$ cat config.mk
export PLATFORM = sky130hd
export DESIGN_NAME = count_enable_gen
export DESIGN_NICKNAME = d
export VERILOG_FILES = /design/src/rtl/count_enable_gen_pkg.sv /design/src/rtl/count_enable_gen_prescaler.sv /design/src/rtl/count_enable_gen.sv
export SDC_FILE = /design/constraint.sdc
export NUM_CORES = 1
export LEC_CHECK = 0
export BUFFER_PORTS_ARGS = -buffer_cell sky130_fd_sc_hd__buf_2
export CORE_MARGIN = 2
export CORE_UTILIZATION = 45
export CTS_BUF_LIST = sky130_fd_sc_hd__clkbuf_4
export DETAILED_ROUTE_END_ITERATION = 16
export GPL_TIMING_DRIVEN = 0
export PLACE_DENSITY_LB_ADDON = 0.1
export SYNTH_ARGS = -nofsm -noshare
export SYNTH_HDL_FRONTEND = slang
export SYNTH_SLANG_ARGS = --single-unit
$ cat constraint.sdc
create_clock -name clock -period 2.7 [get_ports clock]
set_clock_uncertainty 0.15 [all_clocks]
set_input_delay 0.405 -clock clock [delete_from_list [all_inputs] [get_ports clock]]
set_output_delay 0.405 -clock clock [all_outputs]
set_load 0.05 [all_outputs]
$ cat src/rtl/count_enable_gen_pkg.sv
// Shared types and constants for the counter enable strobe generator.
// Holds the FSM state encoding, default widths and the minimum divide ratio.
package count_enable_gen_pkg;

    typedef enum logic [1:0] {
        S_IDLE = 2'b00,
        S_RUN  = 2'b01,
        S_DONE = 2'b10
    } state_t;

    localparam int DIV_W_DEF = 8;
    localparam int LEN_W_DEF = 8;
    localparam int DIV_MIN   = 1;

endpackage

$ cat src/rtl/count_enable_gen_prescaler.sv
// Wrap counter 0..ratio-1 setting strobe spacing for count_enable_gen.
// Ports: clock, reset_n, clr (sync clear), en (count), ratio, tick (terminal).
module count_enable_gen_prescaler
    import count_enable_gen_pkg::*;
#(
    parameter int DIV_W = DIV_W_DEF
) (
    input  logic             clock,
    input  logic             reset_n,
    input  logic             clr,
    input  logic             en,
    input  logic [DIV_W-1:0] ratio,
    output logic             tick
);

    logic [DIV_W-1:0] cnt;

    assign tick = en && (cnt == ratio - DIV_W'(1));

    always_ff @(posedge clock or negedge reset_n) begin
        if (!reset_n) begin
            cnt <= '0;
        end else if (clr) begin
            cnt <= '0;
        end else if (en) begin
            cnt <= tick ? '0 : cnt + DIV_W'(1);
        end
    end

endmodule

$ cat src/rtl/count_enable_gen.sv
// Burst strobe generator driving the 4-bit counter's enable input.
// Ports: clock, reset_n, start, abort, div, len -> enable, busy, done,
// pulses_left. COUNT_ENABLE_GEN_REPEAT_EN adds input repeat_en.
module count_enable_gen
    import count_enable_gen_pkg::*;
#(
    parameter int DIV_W = DIV_W_DEF,
    parameter int LEN_W = LEN_W_DEF
) (
    input  logic             clock,
    input  logic             reset_n,
    input  logic             start,
    input  logic             abort,
`ifdef COUNT_ENABLE_GEN_REPEAT_EN
    input  logic             repeat_en,
`endif
    input  logic [DIV_W-1:0] div,
    input  logic [LEN_W-1:0] len,
    output logic             enable,
    output logic             busy,
    output logic             done,
    output logic [LEN_W-1:0] pulses_left
);

    state_t           state;
    logic [DIV_W-1:0] div_q;
    logic [DIV_W-1:0] div_eff;
    logic             tick;
    logic             run;
`ifdef COUNT_ENABLE_GEN_REPEAT_EN
    logic [LEN_W-1:0] len_q;
    logic             aborted;
`endif

    assign div_eff = (div == '0) ? DIV_W'(DIV_MIN) : div;
    assign run     = (state == S_RUN);

    // Prescaler sits at 0 outside RUN, so every burst starts a fresh period.
    count_enable_gen_prescaler #(
        .DIV_W (DIV_W)
    ) u_prescaler (
        .clock   (clock),
        .reset_n (reset_n),
        .clr     (!run),
        .en      (run),
        .ratio   (div_q),
        .tick    (tick)
    );

    // Abort must suppress a strobe in the very cycle it is sampled.
    assign enable = run && tick && !abort;

    always_ff @(posedge clock or negedge reset_n) begin
        if (!reset_n) begin
            state       <= S_IDLE;
            div_q       <= '0;
            pulses_left <= '0;
            busy        <= 1'b0;
            done        <= 1'b0;
`ifdef COUNT_ENABLE_GEN_REPEAT_EN
            len_q       <= '0;
            aborted     <= 1'b0;
`endif
        end else begin
            done <= 1'b0;
            unique case (state)
                S_IDLE: begin
                    if (start && !abort) begin
                        div_q       <= div_eff;
                        pulses_left <= len;
                        busy        <= 1'b1;
`ifdef COUNT_ENABLE_GEN_REPEAT_EN
                        len_q       <= len;
                        aborted     <= 1'b0;
`endif
                        if (len == '0) begin
                            state <= S_DONE;
                            done  <= 1'b1;
                        end else begin
                            state <= S_RUN;
                        end
                    end
                end
                S_RUN: begin
                    if (abort) begin
                        state <= S_DONE;
                        done  <= 1'b1;
`ifdef COUNT_ENABLE_GEN_REPEAT_EN
                        aborted <= 1'b1;
`endif
                    end else if (tick) begin
                        pulses_left <= pulses_left - LEN_W'(1);
                        if (pulses_left == LEN_W'(1)) begin
                            state <= S_DONE;
                            done  <= 1'b1;
                        end
                    end
                end
                S_DONE: begin
`ifdef COUNT_ENABLE_GEN_REPEAT_EN
                    if (repeat_en && !aborted) begin
                        pulses_left <= len_q;
                        // Zero-length repeats would underflow in RUN.
                        if (len_q == '0) begin
                            done <= 1'b1;
                        end else begin
                            state <= S_RUN;
                        end
                    end else begin
                        state <= S_IDLE;
                        busy  <= 1'b0;
                    end
`else
                    state <= S_IDLE;
                    busy  <= 1'b0;
`endif
                end
                default: begin
                    state <= S_IDLE;
                    busy  <= 1'b0;
                end
            endcase
        end
    end

endmodule
### Word-level counts from Yosys, hierarchy flattened

Index checks and enable logic that the tools add are counted.

| storage, ports and cells | value |
|---|---|
| bits in registers | 28 |
| bits of input ports | 20 |
| output and inout bits | 11 |
| logic and storage cells | 52 |

| operators by class | value |
|---|---|
| add/subtract/negate cells | 3 |
| eq/ne operators | 8 |
| multiplexer cells | 21 |
| bitwise logic cells | 1 |
| reduce and logical (&&, ||, !) cells | 13 |

Operator list:

| cell | number |
|---|---|
| 2-to-1 mux 8 bit | 6 |
| zero test 8 bit | 2 |
| case mux 8 bit (2 select lines) | 1 |
| subtractor 8 x 1 -> 8 bit, second input constant | 2 |
| 2-to-1 mux 2 bit | 5 |
| adder 8 x 1 -> 8 bit, second input constant | 1 |
| equality test 8 x 1 -> 1 bit, second input constant | 1 |
| equality test 8 bit | 1 |
| 2-to-1 mux 1 bit | 6 |
| inequality test 2 bit, second input constant | 3 |
| logical AND 1 bit | 4 |
| case mux 1 bit (2 select lines) | 2 |
| case mux 2 bit (2 select lines) | 1 |
| AND reduction 2 bit | 2 |
| AND reduction 4 bit | 1 |
| inequality test 3 x 2 -> 1 bit, second input constant | 1 |
| inequality test 3 bit, second input constant | 1 |
| AND reduction 3 bit | 1 |
| equality test 2 x 1 -> 1 bit, second input constant | 1 |
| zero test 2 bit | 1 |
| nonzero test 2 bit | 1 |
| zero test 1 bit | 1 |
| inverter 1 bit | 1 |

### Longest topological paths before layout

| depth | value |
|---|---|
| depth after elaboration | 6 |
| depth in mapped cells | 9 |
| gate-level depth less buffers | 8 |

### Cells and area by module

A second synthesis with hierarchy kept.

| unflattened totals | value |
|---|---|
| cell total of the unflattened synthesis | 198 |
| area, all modules | 1835.5 um^2 |

By module, submodules not included:

| module | times used | cells an instance | area an instance (um^2) | seq. area each (um^2) |
|---|---|---|---|---|
| count_enable_gen | 1 | 100 | 1021.0 | 500.5 |
| count_enable_gen_prescaler | 1 | 98 | 814.5 | 200.2 |

### Least setup slack after synthesis

OpenSTA, ideal clock, no wires.

| path | value |
|---|---|
| path kind | reg-to-output |
| start point | register div_q[0] |
| end point | output port enable |
| arrival time | 2.237 ns |
| required time | 2.145 ns |
| slack | -0.092 ns |
| cell stages (with the launch flop) | 9 |
| path buffers | 1 |
| cells stage by stage | dfrtp_1 > inv_1 > ha_1 > nor4bb_1 > o211ai_1 > a211o_1 > a211oi_4 > buf_6 > and2_1 |

| on the way | value |
|---|---|
| cells in the longest elaborated chain, start to end | 5 |

Ends and longest elaborated chain:

| item | RTL line | RTL |
|---|---|---|
| start: declaration | count_enable_gen.sv:26 | `logic [DIV_W-1:0] div_q;` |
| start signal: assignment | count_enable_gen.sv:69 | `div_q <= div_eff;` |
| subtractor 8 x 1 -> 8 bit | count_enable_gen_prescaler.sv:18 | `assign tick = en && (cnt == ratio - DIV_W'(1));` |
| equality test 8 bit | count_enable_gen_prescaler.sv:18 |  |
| logical AND 1 bit | count_enable_gen_prescaler.sv:18 |  |
| logical AND 1 bit (2 in a row) | count_enable_gen.sv:51 | `assign enable = run && tick && !abort;` |
| end: declaration | count_enable_gen.sv:19 | `output logic enable,` |

No other way between the ends.

### Worst setup path after layout

Same ends and word-level chain as after synthesis.

==> reports/results.ini <==
[critical_path]
cp_data_required_time_ns=2.14
path_class=flop to output pin
path_max_fanout=3
endpoint_kind=output pin
cp.arrival_ns=2.33
cp-start-kind=flop

[cts]
cts_tree=done
path_clk_slew_ns=0.14
cts_made_buffers=3
h-tree-depth=1
insertion_delay_ns=0.31
cts_root_buffer=clkbuf_4
clockBufferDepth=2
cts.sinks=28

[sta]
max_slew_margin_pct=39.9
fin_crit_sh_pct=107
finalCriticalPeriod_ns=2.89
rsz0062_at_grt=true
finalSetupViolCount=1
hold_ws_ns=0.131
worst_slew_pin_slew_ns=0.895
drv_slew=0
clock.fmax_mhz=346
finalHoldViolCount=0
final.setup.tns_ns=-0.189
setup_slack_ns=-0.189

[place]
place.gp.congestion=0.899
place.detailed.hpwl_mm=2.99
io_buffer_count=30

[yosys]
synthCells=183
ys_seq_area_share_pct=41.4
ys_warn_count=0
synthTopCellsByCount=dfrtp_1, nand2_1, nor2_1, xor2_1
synth_top_cell_by_area=dfrtp_1
synth_most_common_cell=dfrtp_1
async_flop_share_pct=100
syn_nets=207
ys_types=47
synth-main-ff-cell=dfrtp_1
ys_seq_elements=28
avgSynthCellArea_um2=9.26
yosysTopAreaCellShare_pct=41.4
synth_edf_count=0
synth_area_leaders=dfrtp_1, nand2_1, xor2_1
syn_area_um2=1690

[pwr]
p_switching_uw=570
swShare_pct=42.8
ir_drop_v=0.000322
p_seq_share_pct=44.7
pwr-share-comb_pct=43.1
p_int_uw=762
leakage_nw=0.930
pwr-share-clk_pct=12.2
power_density_nw_per_um2=657

[drt]
post_drt_wl_per_cell_um=14.7
drt-pass1-iter-count=4
wl_mm=3.98
first_iter_violations=64
avgViaCountPerCell=5.56
drcViolationCount=0
antenna_left=0
via_count=1508

[final_layout]
syn2layout_area_growth_pct=19.6
drive_gt1_share_pct=26.0
nets=249
final_util_pct=55.8
diodes=0

[worst_hold_path]
hold_path.class=primary input to flop

[run_status]
status=finished, violations left
violations=negative setup slack

[global_routing]
grt_pass1_vias=1512
grt_util_all_layers_pct=20.4
grt_max_degree=29
antenna_found_initial=0
overflow=0
grt_first_pass_wirelength_mm=6.73

[floorplan]
design.core.area_um2=3630
dieArea_um2=4270
fp.dieW_um=65.4
io_pins=31
fp.dieH_um=65.4
fp-row-count=22
initial_core_util_pct=46.6

[job]
drv_cap=0

-- layout by cell type (no fill, tap or decap), types with 4 or more instances in the layout --
cell,netlist,final
o21ai_0,7,7
nor3_1,6,6
xnor2_1,4,4
buf_2,1,30
dfrtp_1,28,27
xor2_1,10,10
nand4_1,6,6
nand2_1,26,26
inv_1,8,7
nor2_1,17,17
buf_4,0,5
nand3_1,8,8
a21oi_1,7,7
nor4_1,5,5
nand2b_1,4,4
-- metrics by stage --
| step | instances | worst slack (ns) | instance area (um^2) | power, mW |
|---|---|---|---|---|
| floorplan | 183 | 0.0360 | 1700 | 0.982 |
| global placement | 261 | -0.272 | 1910 | 1.11 |
| detailed placement | 261 | -0.358 | 1910 | 1.13 |
| CTS | 270 | -0.243 | 2020 | 1.34 |
| global route | 271 | -0.275 | 2030 | 1.42 |
| finish | 271 | -0.189 | 2030 | 1.33 |
-- worst max-delay path, cell delays in order (launching register included) --
cell      delay, ns
dfrtp_2        0.45
buf_6          0.14
nor3_4         0.17
nand2_1        0.10
or4_4          0.50
a211oi_4       0.26
buf_6          0.14
and2_4         0.14
buf_8          0.14
-- power by group through the flow --
stage / Combinational [mW] / Clock, mW / Sequential, mW
2_1_floorplan: 0.274 / 0 / 0.707
3_3_place_gp: 0.506 / 0 / 0.600
3_5_place_dp: 0.521 / 0 / 0.604
4_1_cts: 0.573 / 0.173 / 0.594
5_1_grt: 0.625 / 0.187 / 0.611
6_report: 0.574 / 0.162 / 0.595
-- worst paths after layout --
path                                      startpoint                    endpoint  slack, ns  depth (start not counted)
worst max-delay path            div_q[0]$_DFFE_PN0P_                      enable      -0.19                          8
worst min-delay path                          div[6]        div_q[6]$_DFFE_PN0P_       0.13                          3
worst min register to register  div_q[7]$_DFFE_PN0P_        div_q[7]$_DFFE_PN0P_       0.38                          2
worst max register to register  div_q[0]$_DFFE_PN0P_  pulses_left[7]$_DFFE_PN0P_       0.11                         10
max in group asynchronous                    reset_n        div_q[0]$_DFFE_PN0P_       1.48                          2
min in group asynchronous                    reset_n  pulses_left[2]$_DFFE_PN0P_       0.48                          2
-- layer usage --
| layer | vias up | track usage (%) | wire length, um |
|---|---|---|---|
| li1 | 736 | - | - |
| met1 | 727 | 24.2 | 1630 |
| met2 | 41 | 38.1 | 2150 |
| met3 | 4 | 2.23 | 152 |
| met4 | 0 | 6.51 | 44 |
| met5 | - | 0 | 0 |
-- cell families after synthesis --
kind of cell               synth area share (%)
AOI/OAI and AO/OA                          15.1
xor gates and xnor gates                   7.24
adders and majority gates                  2.95
buffers and inverters                      4.06
DFF                                        41.4
muxes                                     0.591
and+or+nand+nor                            28.7
-- cell type report --
cell class	count	area, um^2
inverter	8	30.0
timing repair buffer	37	219
tap	48	60.1
multi-input combinational	141	955
buffer	6	38.8
fill	350	1610
clock buffer	3	22.5
sequential	28	702
-- flip-flops by register name (all words and copies together), names as in the netlist --
register and cells:
busy 1, pulses_left 8, u_prescaler.cnt 8, state 2
done 1, div_q 8
-- timing repair --
action / in CTS / in global routing
resized for setup: 10 / 1
hold endpoints to repair: 28 / 0
setup buffers: 5 / 1
hold buffers: 1 / 0
endpoints found under the setup margin: 6 / 1
pin swaps: 3 / 3
No activity file was read; power rests on OpenSTA's default activity.
